File: config.mk
export PLATFORM = sky130hd
export DESIGN_NAME = pipe_hazard_ctrl
export DESIGN_NICKNAME = d
export VERILOG_FILES = /design/src/rtl/pipe_hazard_ctrl.sv
export SDC_FILE = /design/constraint.sdc
export NUM_CORES = 1
export LEC_CHECK = 0
export CAP_MARGIN = 20
export CORE_MARGIN = 2
export CORE_UTILIZATION = 40
export CTS_CLUSTER_SIZE = 40
export DETAILED_ROUTE_END_ITERATION = 12
export HOLD_SLACK_MARGIN = 0.06
export PLACE_DENSITY = 0.7
export SYNTH_ARGS = -nofsm -noshare
export SYNTH_HDL_FRONTEND = slang
export SYNTH_SLANG_ARGS = --single-unit
File: constraint.sdc
create_clock -name clk -period 2.5 [get_ports clk]
set_input_delay 0.5 -clock clk [delete_from_list [all_inputs] [get_ports clk]]
set_output_delay 0.5 -clock clk [all_outputs]
set_load 0.05 [all_outputs]
File: src/rtl/pipe_hazard_ctrl.sv
// pipe_hazard_ctrl: stall/flush sequencer for the 5-stage pipeline.
// Resolves load-use hazards, taken branches in EX and multi-cycle data-memory
// accesses. A wait-state FSM with a watchdog halts the pipe on a stuck memory,
// and a saturating counter tracks the cycles in which the PC is held.
module pipe_hazard_ctrl #(
    parameter int unsigned MEM_TIMEOUT = 15,
    parameter int unsigned CNT_W       = 16
) (
    input  logic             clk,
    input  logic             rst,
    input  logic [4:0]       id_rs_addr,
    input  logic [4:0]       id_rt_addr,
    input  logic             id_uses_rs,
    input  logic             id_uses_rt,
    input  logic             ex_memrd,
    input  logic             ex_regwr,
    input  logic [4:0]       ex_wr_addr,
    input  logic             branch_taken_ex,
    input  logic             mem_req,
    input  logic             dmem_ready,
    output logic             pc_en,
    output logic             ifid_en,
    output logic             ifid_flush,
    output logic             idex_en,
    output logic             idex_flush,
    output logic             exmem_en,
    output logic             memwb_en,
    output logic             memwb_bubble,
    output logic             mem_err,
    output logic [CNT_W-1:0] stall_cnt
);

    typedef enum logic [1:0] {
        RUN      = 2'd0,
        MEM_WAIT = 2'd1,
        HALT     = 2'd2
    } state_t;

    localparam logic [8:0] TIMEOUT = 9'(MEM_TIMEOUT);

    state_t     state;
    logic [7:0] wait_cnt;
    logic [8:0] wait_next;
    logic       mem_stall;
    logic       load_use;

    // Hazard detection: memory stall and load-use match against the EX load.
    always_comb begin
        mem_stall = ((state == RUN) && mem_req && !dmem_ready) ||
                    ((state == MEM_WAIT) && !dmem_ready);
        load_use  = (state == RUN) && ex_memrd && ex_regwr && (ex_wr_addr != 5'd0) &&
                    ((id_uses_rs && (id_rs_addr == ex_wr_addr)) ||
                     (id_uses_rt && (id_rt_addr == ex_wr_addr)));
        wait_next = {1'b0, wait_cnt} + 9'd1;
    end

    // Stage controls, highest priority first: halt, memory stall, branch, load-use.
    always_comb begin
        pc_en        = 1'b1;
        ifid_en      = 1'b1;
        ifid_flush   = 1'b0;
        idex_en      = 1'b1;
        idex_flush   = 1'b0;
        exmem_en     = 1'b1;
        memwb_en     = 1'b1;
        memwb_bubble = 1'b0;
        if (state == HALT) begin
            pc_en        = 1'b0;
            ifid_en      = 1'b0;
            idex_en      = 1'b0;
            exmem_en     = 1'b0;
            memwb_en     = 1'b0;
            memwb_bubble = 1'b1;
        end else if (mem_stall) begin
            pc_en        = 1'b0;
            ifid_en      = 1'b0;
            idex_en      = 1'b0;
            exmem_en     = 1'b0;
            memwb_bubble = 1'b1;
        end else if (branch_taken_ex) begin
            ifid_flush = 1'b1;
            idex_flush = 1'b1;
        end else if (load_use) begin
            pc_en      = 1'b0;
            ifid_en    = 1'b0;
            idex_flush = 1'b1;
        end
    end

    // Wait-state FSM with watchdog; the counter holds the number of wait cycles
    // seen so far, so the timeout is judged on the count this cycle would reach.
    always_ff @(posedge clk) begin
        if (!rst) begin
            state    <= RUN;
            wait_cnt <= '0;
            mem_err  <= 1'b0;
        end else begin
            case (state)
                RUN: begin
                    if (mem_req && !dmem_ready) begin
                        wait_cnt <= 8'd1;
                        if (TIMEOUT <= 9'd1) begin
                            state   <= HALT;
                            mem_err <= 1'b1;
                        end else begin
                            state <= MEM_WAIT;
                        end
                    end
                end
                MEM_WAIT: begin
                    if (dmem_ready) begin
                        state    <= RUN;
                        wait_cnt <= '0;
                    end else begin
                        wait_cnt <= wait_next[7:0];
                        if (wait_next >= TIMEOUT) begin
                            state   <= HALT;
                            mem_err <= 1'b1;
                        end
                    end
                end
                default: begin
                    state <= HALT;
                end
            endcase
        end
    end

    // Saturating count of cycles in which the PC does not advance.
    always_ff @(posedge clk) begin
        if (!rst) begin
            stall_cnt <= '0;
        end else if (!pc_en && (stall_cnt != '1)) begin
            stall_cnt <= stall_cnt + 1'b1;
        end
    end

endmodule

==> flow_summary.toml <==
[global_route]
met2_usage = 0.280
use_met3 = 0.0338
grt_first_pass_wirelength_mm = 6.24
grt_use_met1 = 0.242
grt_max_degree = 25
grt_overflow_total = 0
grt_pass1_vias = 1426
antenna_found_initial = 0
grt-busiest-layer = "met2"
grtUsageTotal = 0.178

[timing]
finalMaxSlewViolations = 0
relSlewSlack = 0.651
max_freq_ghz = 0.407
worst_clock_skew_ns = 0.00433
fin_crit_sh = 0.983
tightest_slew_ns = 0.523
setup_violations = 0
hold_viol = 0
period_needed_ns = 2.46

[power]
p_per_area_nw_per_um2 = 388
internal_power_mw = 0.658
p_clk_frac = 0.277
sw_frac_of_total = 0.276
seqPwrFrac = 0.486
power_frac_comb = 0.237
total_power_mw = 0.909
p_sw_mw = 0.251
peakVddDrop_mv = 0.204
p_leak_nw = 0.827

[route]
routedWlPerCell_um = 12.2
routed_wl_mm = 3.76
remaining_drc_errors = 0
ant_nets = 0
vias = 1636
drt-initial-drc-count = 70
avgViaCountPerCell = 5.33
first_pass_iters = 4

[setup_path]
r2r_slack_ns = 0.37
cp.required_ns = 2.00
critical_path_class = "input port to output port"
start_kind = "input port"
endpoint_kind = "output port"
critPathArrivalTime_ns = 1.96
critPathMaxFanout = 3

[logic_synthesis]
synthArstFlopShare = 0
syn_nets = 228
synthTopCellsByArea = "dfxtp_1, a21oi_1, xnor2_1"
ys_top_cells_by_count = "dfxtp_1, nor2_1, a21oi_1, nand2_1, or3_1"
syn-cell-area_um2 = 1590
synth_edf_count = 0
yosys.area.top_type_share = 0.340
ys_types = 47
syn_inst = 201
ys.warnings.count = 0
yosysSeqAreaShare = 0.340
synth_most_common_cell = "dfxtp_1"
avgSynthCellArea_um2 = 7.92
synthFlopType = "dfxtp_1"
ys_ff_latch = 27
synth_top_area_cell = "dfxtp_1"

[clock_network]
cts_sinks = 27
clock_latency_ns = 0.28
numCtsBuffers = 3
tritoncts = "yes"
cts_root_buf = "clkbuf_8"
cts.clk_slew.worst_paths_ns = 0.09
max-clock-path-buffers = 2
htree_levels = 1

[min_path]
hp-class = "flop to flop"

[run]
maxCapViolCount = 0

[status]
status = "completed"

[layout]
drive_gt1_frac = 0.139
final_cell_area_um2 = 2340
nets = 287
num_antenna_cells = 0
syn_to_final_growth_pct = 47.2
n_fill_cell = 352

[floorplan]
initial_core_util = 0.425
rows = 22
die_height_um = 67.1
top_level_ports = 49
coreArea_um2 = 3740
die_area_um2 = 4500
die_w_um = 67.1

[place]
gp_congestion = 0.796
place_area_um2 = 2260
dp_hpwl_mm = 2.79
port_buffers = 48
==> sequential cells by signal, summed over array words and instances, names as in the netlist <==
register	count
mem_err	1
stall_cnt	16
state	2
wait_cnt	8
==> final cells by class <==
cell class / instances / area [um^2] / share of cell area
inverters: 8 / 30.0 / 0.0128
clock buffers: 4 / 45.0 / 0.0192
multi-input cells: 158 / 1000 / 0.427
well taps: 48 / 60.1 / 0.0256
repair buffers: 62 / 666 / 0.284
flip-flops and latches: 27 / 541 / 0.231
==> power by group through the flow <==
stage | logic, mW | clock network [mW] | registers (mW)
after floorplan | 0.100 | 0 | 0.459
after global placement | 0.210 | 0 | 0.452
after detailed placement | 0.212 | 0 | 0.452
after CTS | 0.214 | 0.260 | 0.442
after global routing | 0.230 | 0.272 | 0.444
final | 0.215 | 0.252 | 0.442
==> cells in the final DEF, fill, tap and decap left out, types with 2 or more instances in the layout <==
cell type | synthesis | routed
nand3_1 | 12 | 12
and3_1 | 4 | 4
clkbuf_8 | 0 | 3
a221oi_1 | 2 | 2
o21bai_1 | 2 | 2
clkdlybuf4s50_1 | 0 | 36
nand4_1 | 6 | 6
nor2_1 | 21 | 20
nor3b_1 | 3 | 3
mux2i_1 | 2 | 2
a21oi_4 | 1 | 2
xnor2_1 | 10 | 10
nor2b_1 | 2 | 2
buf_4 | 2 | 13
a31oi_1 | 3 | 3
o21ai_0 | 9 | 9
ha_1 | 3 | 3
dfxtp_1 | 27 | 27
nor3_1 | 2 | 2
buf_12 | 0 | 8
nor2_2 | 1 | 2
dlygate4sd2_1 | 0 | 4
o21ai_1 | 9 | 9
inv_1 | 7 | 7
nand2_1 | 14 | 13
and2_1 | 2 | 2
or3_1 | 13 | 13
a21oi_1 | 18 | 17
==> metal layers <==
metal  routed length (um)  vias up
li1                     -      843
met4                   62        0
met1                 1810      739
met2                 1630       49
met3                  252        5
met5                    0        -
==> logic make-up (layout without fill, tap and decap cells) <==
| group | count (synthesis) | in the layout | synth area share |
|---|---|---|---|
| xor+xnor | 11 | 11 | 0.0605 |
| buf+inv | 16 | 74 | 0.0550 |
| fa+ha+maj | 4 | 4 | 0.0299 |
| mux | 2 | 2 | 0.0126 |
| flops | 27 | 27 | 0.340 |
| compound gates | 53 | 53 | 0.206 |
| simple gates | 88 | 88 | 0.296 |
==> worst max-delay path, cell delays in order <==
cell,delay [ns]
dlygate4sd2_1,0.27
or4_4,0.55
o21ai_4,0.16
nor2_2,0.06
a21oi_4,0.24
buf_12,0.17
==> through the flow <==
| stage | setup TNS, ns | std cells | setup WS (ns) | hold WS, ns | utilization |
|---|---|---|---|---|---|
| after CTS | 0 | 306 | 0.00911 | 0.505 | 0.620 |
| after global placement | -0.823 | 301 | -0.182 | 0.469 | 0.605 |
| final | 0 | 307 | 0.0432 | 0.489 | 0.626 |
| after global routing | -0.00502 | 307 | -0.00502 | 0.536 | 0.626 |
| after detailed placement | -0.916 | 301 | -0.186 | 0.484 | 0.605 |
| after floorplan | 0 | 201 | 0.0295 | 0.496 | - |
==> worst paths after layout <==
kind                       from      endpoint  cells after the start
hold reg to reg         mem_err       mem_err                      2
setup / recovery  ex_wr_addr[2]       ifid_en                      6
setup reg to reg       state[0]  stall_cnt[5]                      9
hold / removal          mem_err       mem_err                      2
==> what timing repair did <==
action	CTS	global route
pin swaps	2	7
hold buffers	0	0
resized for setup	6	3
endpoints found under the setup margin	3	3
buffers inserted	1	1
No activity file was read; power rests on OpenSTA's default activity.
==> edit, RTL diff (same flow settings) <==
Make the reset (`rst`) asynchronous in 2 clocked blocks.
--- a/src/rtl/pipe_hazard_ctrl.sv
+++ b/src/rtl/pipe_hazard_ctrl.sv
@@ -90,5 +90,5 @@
     // Wait-state FSM with watchdog; the counter holds the number of wait cycles
     // seen so far, so the timeout is judged on the count this cycle would reach.
-    always_ff @(posedge clk) begin
+    always_ff @(posedge clk or negedge rst) begin
         if (!rst) begin
             state    <= RUN;
@@ -128,5 +128,5 @@
 
     // Saturating count of cycles in which the PC does not advance.
-    always_ff @(posedge clk) begin
+    always_ff @(posedge clk or negedge rst) begin
         if (!rst) begin
             stall_cnt <= '0;
Formal check against the unedited RTL: differs if rst is asserted again (counterexample within 4 cycles, from zero or initial values and one cycle with rst low); with rst held inactive, the same outputs for 10 cycles.
==> edit against the unedited design <==
Synthesized area increased by 5.8%; critical path type unchanged; sequential cell count unchanged; global-route usage increased by 0.39 points; synthesized cell count decreased by 11%; design area increased by 3.6%; wire length increased by 8.2%; setup slack improved by 0.019 ns; critical endpoint unchanged.
Power is not compared: it rests on default switching activity, and its combinational part moved more than twofold at a synthesized area within 25%.
==> edit: results (changes against the unedited design) <==
sta:
  hold_slack_ns: 0.486  # -0.00238 ns
  worst_slack_ns: 0.0626  # +0.0195 ns
routing:
  wl_per_cell_um: 14.2  # +16%
  avgViaCountPerCell: 5.32  # -0.16%
  drt_iter0_markers: 45  # -36%
min_path:
  worstHoldPathCells: 1  # -1
  hold_end: "mem_err"
  hp-start: "mem_err"
logic_synthesis:
  ys_types: 40  # -15%
  synthMuxAreaShare: 0.0186  # +0.00599
  async_reset_ff_frac: 1.00  # +1.00
  synth_top_flop_cell: "dfrtp_1"
  synthTopCellsByArea: "dfrtp_1, xor2_1, xnor2_1, nor2_1, nand3_1"
  synthTopCellsByCount: "dfrtp_1, nor2_1, xor2_1, nand2_1, xnor2_1"
  synth_xor_area_frac: 0.135  # +0.0747
  synth_compound_area_frac: 0.149  # -0.0566
cells_and_area:
  fin_area_um2: 2430  # +3.6%
  sh_seq_area: 0.278  # +0.0476
  n_all_buffers: 65  # +4.8%
  clock_area_frac: 0.0186  # -0.000674
  drive_above_1_share: 0.169  # +0.0298
  nFillCells: 366  # +4.0%
  inv_count: 5  # -3
critical_path:
  ff2ff_path_depth: 8  # -1
  reg2reg_from: "state[1]"
  cp.arrival_ns: 1.94  # -0.02 ns
placed_design:
  dp.cells: 282  # -6.3%
grt:
  first_global_vias: 1467  # +2.9%
  grt_usage: 0.182  # +0.00385
  grt_max_degree: 28  # +12%
status:
  status: "finished clean"
edit: cell types whose count changed after synthesis, sizes merged, moves of 3 or more:
| cell | before | now |
|---|---|---|
| dfrtp | 0 | 27 |
| dfxtp | 27 | 0 |
| a21oi | 19 | 5 |
| xor2 | 1 | 14 |
| or3 | 13 | 1 |
| o21ai | 19 | 11 |
| clkbuf | 3 | 6 |
| inv | 8 | 5 |
| nand2b | 1 | 4 |
| nor2 | 22 | 19 |
| nor3 | 3 | 6 |
| o31ai | 0 | 3 |
edit: repair_timing:
item	CTS	global route
resized for setup	5	5
setup buffers	1	0
endpoints found under the setup margin	3	3
pin swaps	3	4
edit: layer usage:
metal / global-route usage / vias up / part of all wire / routed length, µm
li1: - / 740 / - / -
met1: 0.235 / 730 / 0.44 / 1790
met2: 0.311 / 53 / 0.47 / 1890
met3: 0.0357 / 4 / 0.086 / 350
met4: 0.0490 / 0 / 0.0093 / 38
met5: 0 / - / 0 / 0
